`config.mk`:
```
export PLATFORM = sky130hd
export DESIGN_NAME = bullet_ctrl
export DESIGN_NICKNAME = d
export VERILOG_FILES = /design/src/rtl/tank_pkg.sv /design/src/rtl/bullet_slot.sv /design/src/rtl/bullet_ctrl.sv
export SDC_FILE = /design/constraint.sdc
export NUM_CORES = 1
export LEC_CHECK = 0
export ABC_AREA = 1
export ABC_CLOCK_PERIOD_IN_PS = 2600
export CORE_ASPECT_RATIO = 1.4
export CORE_UTILIZATION = 25
export DETAILED_ROUTE_END_ITERATION = 10
export PLACE_DENSITY = 0.51
export REMOVE_ABC_BUFFERS = 1
export SLEW_MARGIN = 20
export SYNTH_ARGS = -nofsm -noshare
export SYNTH_HDL_FRONTEND = slang
export SYNTH_SLANG_ARGS = --single-unit
```
`constraint.sdc`:
```
create_clock -name clk -period 2.6 [get_ports clk]
set_input_delay 0.26 -clock clk [delete_from_list [all_inputs] [get_ports clk]]
set_output_delay 0.26 -clock clk [all_outputs]
set_load 0.01 [all_outputs]
```
`src/rtl/tank_pkg.sv`:
```
// Shared tank-game constants: grid limits, parking coordinate and the
// direction encoding, plus the field-edge test used by each bullet slot.
package tank_pkg;

    localparam int CW = 5;

    localparam logic [1:0] DIR_UP = 2'b00;
    localparam logic [1:0] DIR_DN = 2'b01;
    localparam logic [1:0] DIR_LF = 2'b10;
    localparam logic [1:0] DIR_RT = 2'b11;

    localparam logic [CW-1:0] X_MAX = 5'd15;
    localparam logic [CW-1:0] Y_MAX = 5'd19;
    localparam logic [CW-1:0] PARK  = 5'd31;

    // True when one more step in dir would leave the field.
    function automatic logic at_edge(
        input logic [CW-1:0] x,
        input logic [CW-1:0] y,
        input logic [1:0]    dir
    );
        logic e;
        e = 1'b0;
        unique case (dir)
            DIR_UP: e = (y == Y_MAX);
            DIR_DN: e = (y == '0);
            DIR_LF: e = (x == X_MAX);
            DIR_RT: e = (x == '0);
        endcase
        return e;
    endfunction

endpackage

```
`src/rtl/bullet_slot.sv`:
```
// One bullet: active flag, position and heading. Loads on spawn, steps on
// tick, retires at the field edge, clears on a target match.
// Ports: clk/rst; load + ld_x/ld_y/ld_dir spawn data; step move tick;
// tgt_valid/tgt_x/tgt_y target; act/x/y registered state (PARK when idle);
// match = this slot sits on the target; act_nxt = next-cycle active flag.
module bullet_slot
    import tank_pkg::*;
(
    input  logic          clk,
    input  logic          rst,
    input  logic          load,
    input  logic [CW-1:0] ld_x,
    input  logic [CW-1:0] ld_y,
    input  logic [1:0]    ld_dir,
    input  logic          step,
    input  logic          tgt_valid,
    input  logic [CW-1:0] tgt_x,
    input  logic [CW-1:0] tgt_y,
    output logic          act,
    output logic [CW-1:0] x,
    output logic [CW-1:0] y,
    output logic          match,
    output logic          act_nxt
);

    logic [1:0]    dir;
    logic [CW-1:0] x_nxt;
    logic [CW-1:0] y_nxt;
    logic [1:0]    dir_nxt;

    assign match = act & tgt_valid & (x == tgt_x) & (y == tgt_y);

    // Priority: spawn (only ever into an idle slot) > hit > edge > move.
    always_comb begin
        act_nxt = act;
        x_nxt   = x;
        y_nxt   = y;
        dir_nxt = dir;
        if (load) begin
            act_nxt = 1'b1;
            x_nxt   = ld_x;
            y_nxt   = ld_y;
            dir_nxt = ld_dir;
        end else if (act) begin
            if (match) begin
                act_nxt = 1'b0;
                x_nxt   = PARK;
                y_nxt   = PARK;
            end else if (step) begin
                if (at_edge(x, y, dir)) begin
                    act_nxt = 1'b0;
                    x_nxt   = PARK;
                    y_nxt   = PARK;
                end else begin
                    unique case (dir)
                        DIR_UP: y_nxt = y + 5'd1;
                        DIR_DN: y_nxt = y - 5'd1;
                        DIR_LF: x_nxt = x + 5'd1;
                        DIR_RT: x_nxt = x - 5'd1;
                    endcase
                end
            end
        end
    end

    always_ff @(posedge clk) begin
        if (rst) begin
            act <= 1'b0;
            x   <= PARK;
            y   <= PARK;
            dir <= DIR_UP;
        end else begin
            act <= act_nxt;
            x   <= x_nxt;
            y   <= y_nxt;
            dir <= dir_nxt;
        end
    end

endmodule

```
`src/rtl/bullet_ctrl.sv`:
```
// Player bullet controller: tick synchroniser, fire edge detect, spawn
// cooldown, lowest-free-slot allocation, hit pulse and active count.
// Ports: clk/rst; clk_4Hz game tick level; tank_en/bul_sht/tank_x/tank_y/
// tank_dir from the tank; tgt_valid/tgt_x/tgt_y target; bul_x/bul_y packed
// slot positions; bul_act slot flags; bul_cnt active count; hit pulse.
module bullet_ctrl
    import tank_pkg::*;
#(
    parameter int NUM_BUL  = 4,
    parameter int COOLDOWN = 2
) (
    input  logic                    clk,
    input  logic                    rst,
    input  logic                    clk_4Hz,
    input  logic                    tank_en,
    input  logic                    bul_sht,
    input  logic [CW-1:0]           tank_x,
    input  logic [CW-1:0]           tank_y,
    input  logic [1:0]              tank_dir,
    input  logic                    tgt_valid,
    input  logic [CW-1:0]           tgt_x,
    input  logic [CW-1:0]           tgt_y,
    output logic [CW*NUM_BUL-1:0]   bul_x,
    output logic [CW*NUM_BUL-1:0]   bul_y,
    output logic [NUM_BUL-1:0]      bul_act,
    output logic [2:0]              bul_cnt,
    output logic                    hit
);

    localparam int CDW = $clog2(COOLDOWN + 1);

    logic               s1, s2, s3;
    logic               tick;
    logic               sht_q;
    logic               fire;
    logic [CDW-1:0]     cd;
    logic [NUM_BUL-1:0] free;
    logic [NUM_BUL-1:0] sel;
    logic               spawn;
    logic [NUM_BUL-1:0] load;
    logic [NUM_BUL-1:0] match;
    logic [NUM_BUL-1:0] act_nxt;
    logic [2:0]         cnt_nxt;

    assign fire  = bul_sht & ~sht_q;
    assign free  = ~bul_act;
    // Isolate the lowest set bit of free.
    assign sel   = free & (~free + 1'b1);
    assign spawn = fire & tank_en & (cd == '0) & (|free);
    assign load  = spawn ? sel : '0;

    always_comb begin
        cnt_nxt = '0;
        for (int i = 0; i < NUM_BUL; i++) begin
            cnt_nxt = cnt_nxt + 3'(act_nxt[i]);
        end
    end

    for (genvar g = 0; g < NUM_BUL; g++) begin : g_slot
        bullet_slot u_slot (
            .clk       (clk),
            .rst       (rst),
            .load      (load[g]),
            .ld_x      (tank_x),
            .ld_y      (tank_y),
            .ld_dir    (tank_dir),
            .step      (tick),
            .tgt_valid (tgt_valid),
            .tgt_x     (tgt_x),
            .tgt_y     (tgt_y),
            .act       (bul_act[g]),
            .x         (bul_x[CW*g +: CW]),
            .y         (bul_y[CW*g +: CW]),
            .match     (match[g]),
            .act_nxt   (act_nxt[g])
        );
    end

    always_ff @(posedge clk) begin
        if (rst) begin
            s1      <= 1'b0;
            s2      <= 1'b0;
            s3      <= 1'b0;
            tick    <= 1'b0;
            sht_q   <= 1'b0;
            cd      <= '0;
            bul_cnt <= '0;
            hit     <= 1'b0;
        end else begin
            s1      <= clk_4Hz;
            s2      <= s1;
            s3      <= s2;
            tick    <= s2 & ~s3;
            sht_q   <= bul_sht;
            bul_cnt <= cnt_nxt;
            hit     <= |match;
            if (spawn) begin
                cd <= CDW'(COOLDOWN);
            end else if (tick && cd != '0) begin
                cd <= cd - CDW'(1);
            end
        end
    end

endmodule
```
==> key figures <==
Cells and area
  – Fill count: between 2000 and 3000
  – Final net count: roughly 1400
  – Fin util: about a third
  – Most common cell after layout, fill and taps aside: nand2_1
  – Diodes inserted: 0
  – Syn-to-layout area delta: 37.7%
  – Most frequent cells in the layout: nand2_1, nor2_1, buf_4, nand3_1, inv_1
  – Fraction of layout cells with a size suffix above 1: 16.3%

Critical path
  – R2r startpoint: g_slot[0].u_slot.x[0]
  – Crit path from: tgt_y[3]
  – Data required, critical path: 2830 ps
  – Crit path largest cell delay: 500 ps
  – Critical Path Sink Type: flop
  – Critical setup path kind: in2reg
  – Worst reg2reg endpoint: bul_cnt[1]
  – Reg2reg setup slack: 180 ps
  – Critical Path AT: between 2000 and 3000 ps
  – Worst path bufs/invs: 3
  – Most frequent CP cell: nand2_1
  – Worst-path cell chain: clkdlybuf4s50_1 -> buf_4 -> nand2_1 -> nand2_1 -> nor2_1 -> nand2_1 -> nor2_1 -> nand2_2 -> o211ai_1 -> nand2_1 -> fa_1 -> ha_2 -> ha_1 -> inv_1 -> nor2_1
  – CP delay by family, top: adder cells
  – Worst reg2reg path depth: 13
  – CP max stage cell: fa_1
  – Crit path max fanout: 4
  – Startpoint types: input pin

Die
  – Die area: between 20000 and 30000 µm²
  – DIE HEIGHT: 188 µm
  – Die width: between 100 and 150 µm
  – Io pins: 76
  – Initial Util: 25.6%
  – FP Rows: 67
  – Core area: 24100 µm²

Yosys
  – Cells after synthesis: 1106
  – Post-Syn Area: approximately 6200 µm²
  – Post-synthesis sequential area ratio: 20.4%
  – Post-synth top area share: 25.6%
  – Unique masters post-synth: 35
  – Synth Warn #: 0
  – Synth area leaders: nand2_1, dfxtp_1, nor2_1
  – FF+latch count, synth: 63
  – Cell taking the most area after synthesis: nand2_1
  – Syn avg cell area: 5.60 µm²

Timing
  – Fin Setup TNS: 0 ps
  – Clk_skew: between 4 and 5 ps
  – Max-slew violations: 0
  – Worst setup margin: between 150 and 200 ps
  – Tcrit/Tclk final: 94.2%
  – Final min period: 2450 ps
  – Slew at the pin closest to its max-slew limit: roughly 500 ps
  – Setup violations, final: 0
  – Hold Fails Final Rpt: 0
  – Fmax achieved: 0.408 GHz
  – Max transition margin: 66.9%

Clocking
  – Clock root cell: clkbuf_16
  – Clock transition at the registers of the reported paths: 50 ps
  – CTS H-Tree Depth: 3
  – Hold buffers post-CTS: 0
  – TritonCTS Buffers: 9
  – Postcts setup bufs: 0
  – Clk_lat worst skew: 350 ps
  – CTS Buffer Depth: 2
  – CTS tree: yes
  – Num Clock Sinks: 63

Placed design
  – Port bufs: 75
  – GPL Wtd Cong: 0.944
  – Setup WS pre-CTS: -284 ps
  – Placed wire-length estimate: around 20000 µm

Power
  – VDD IR max: 0.288 mV
  – Design Power: 3.08 mW
  – Power per cell area: between 300 and 400 nW/µm²
  – Leak: 4.90 nW

Hold path
  – Worst Hold Path Cells: 2
  – Min-delay src: s1
  – Hold Path End: s2
  – HP Class: reg2reg

Global route
  – Total grt overflow: 0
  – Initial antenna violation count: 0
  – Vias in the first global route: 7310
  – First-pass GRT wire length: 39600 µm
  – GRT Util Overall: 20.8%
  – Largest net degree at the start of global routing: 47

Routing
  – Wire length per cell: 15.8 µm
  – Antenna-violating nets left: 0
  – DR vias: 7391
  – DRC: 0
  – Initial DRC Count: 423
  – Final WL: 25400 µm
  – Vias per inst: approximately 4.6
  – DR pass1 iterations: 4

Run
  – Max cap viols: 0

Run status
  – Status: complete, no violations
[tightest hold or removal path, cell delays in order (launching register included)]
cell,delay [ps]
dfxtp_1,290
inv_1,40
nor2_1,30
[worst max-delay path by stage]
stage,endpoint,slack (ps),cells past startpoint
finish,bul_cnt[1],150,15
global route,bul_cnt[1],-7,14
CTS,bul_cnt[1],50,14
detailed placement,bul_cnt[1],-280,15
global placement,bul_cnt[1],-280,15
floorplan,bul_cnt[1],100,14
[final cells by class]
cell class / instances / area (µm²) / area share [%]
clock inverters: 5 / 80.1 / 0.940
well taps: 310 / 388 / 4.55
repair buffers: 201 / 1730 / 20.3
inverters: 116 / 435 / 5.11
multi-input cells: 900 / 4350 / 51.1
flip-flops and latches: 63 / 1290 / 15.1
clock buffers: 11 / 253 / 2.97
[layer usage]
metal | track usage, % | vias up | routed length (µm)
met5 | 0 | - | 0
met4 | 11.2 | 0 | 1230
met3 | 3.44 | 49 | 990
met2 | 36.8 | 134 | 12700
met1 | 23.4 | 3361 | 10500
li1 | - | 3847 | -
[state kept, by name, summed over array words and instances (netlist names)]
| signal | count |
|---|---|
| bul_cnt | 3 |
| cd | 2 |
| g_slot.u_slot.act | 4 |
| g_slot.u_slot.dir | 8 |
| g_slot.u_slot.x | 20 |
| g_slot.u_slot.y | 20 |
| hit | 1 |
| s1 | 1 |
| s2 | 1 |
| s3 | 1 |
| sht_q | 1 |
| tick | 1 |
[metrics by stage]
step,hold slack (ps),area [µm²],std cells
6_report,400,8520,1606
2_1_floorplan,329,6040,1079
4_1_cts,402,8480,1606
3_3_place_gp,382,8150,1590
5_1_grt,417,8520,1606
3_5_place_dp,394,8150,1590
[power breakdown]
group / switching, mW / total [mW] / internal (mW)
combinational: 0.390 / 0.686 / 0.296
clock: 0.492 / 1.38 / 0.889
sequential: 0.0250 / 1.01 / 0.989
[logic make-up after synthesis]
| kind of cell | after synthesis | share of synthesized area [%] |
|---|---|---|
| fa+ha+maj | 36 | 8.37 |
| flops | 63 | 20.4 |
| compound gates | 52 | 5.22 |
| simple gates | 791 | 53.6 |
| buf+inv | 143 | 9.46 |
| xor+xnor | 21 | 2.97 |
[repair_timing]
| item | CTS | global route |
|---|---|---|
| endpoints found under the setup margin | 0 | 2 |
| resized for setup | 0 | 30 |
| endpoints found under the hold margin | 0 | 0 |
[cells in the mapped netlist]
cell type    n
o22ai_1      1
clkbuf_1     6
xnor2_1     11
nand3_2      2
nand2_2     12
clkbuf_2     1
nor3_2       1
and2_1       2
dfxtp_1     63
a21oi_1     23
nor3b_1      1
fa_1         9
or2_2        2
nand3_1    108
nor2_1     193
nand2_4      6
o211ai_1     4
xor2_1      10
clkinv_1     3
a21oi_2      3
nand2_1    422
buf_2       11
inv_2       11
a21oi_4      2
o21ai_0     12
inv_1      102
a211oi_1     4
nand3b_1     4
nor4_1       3
ha_1        27
nor2_2       3
nand4_1     29
buf_4        9
nor3_1       3
a21o_1       3
(Power assumes the default switching activity.)
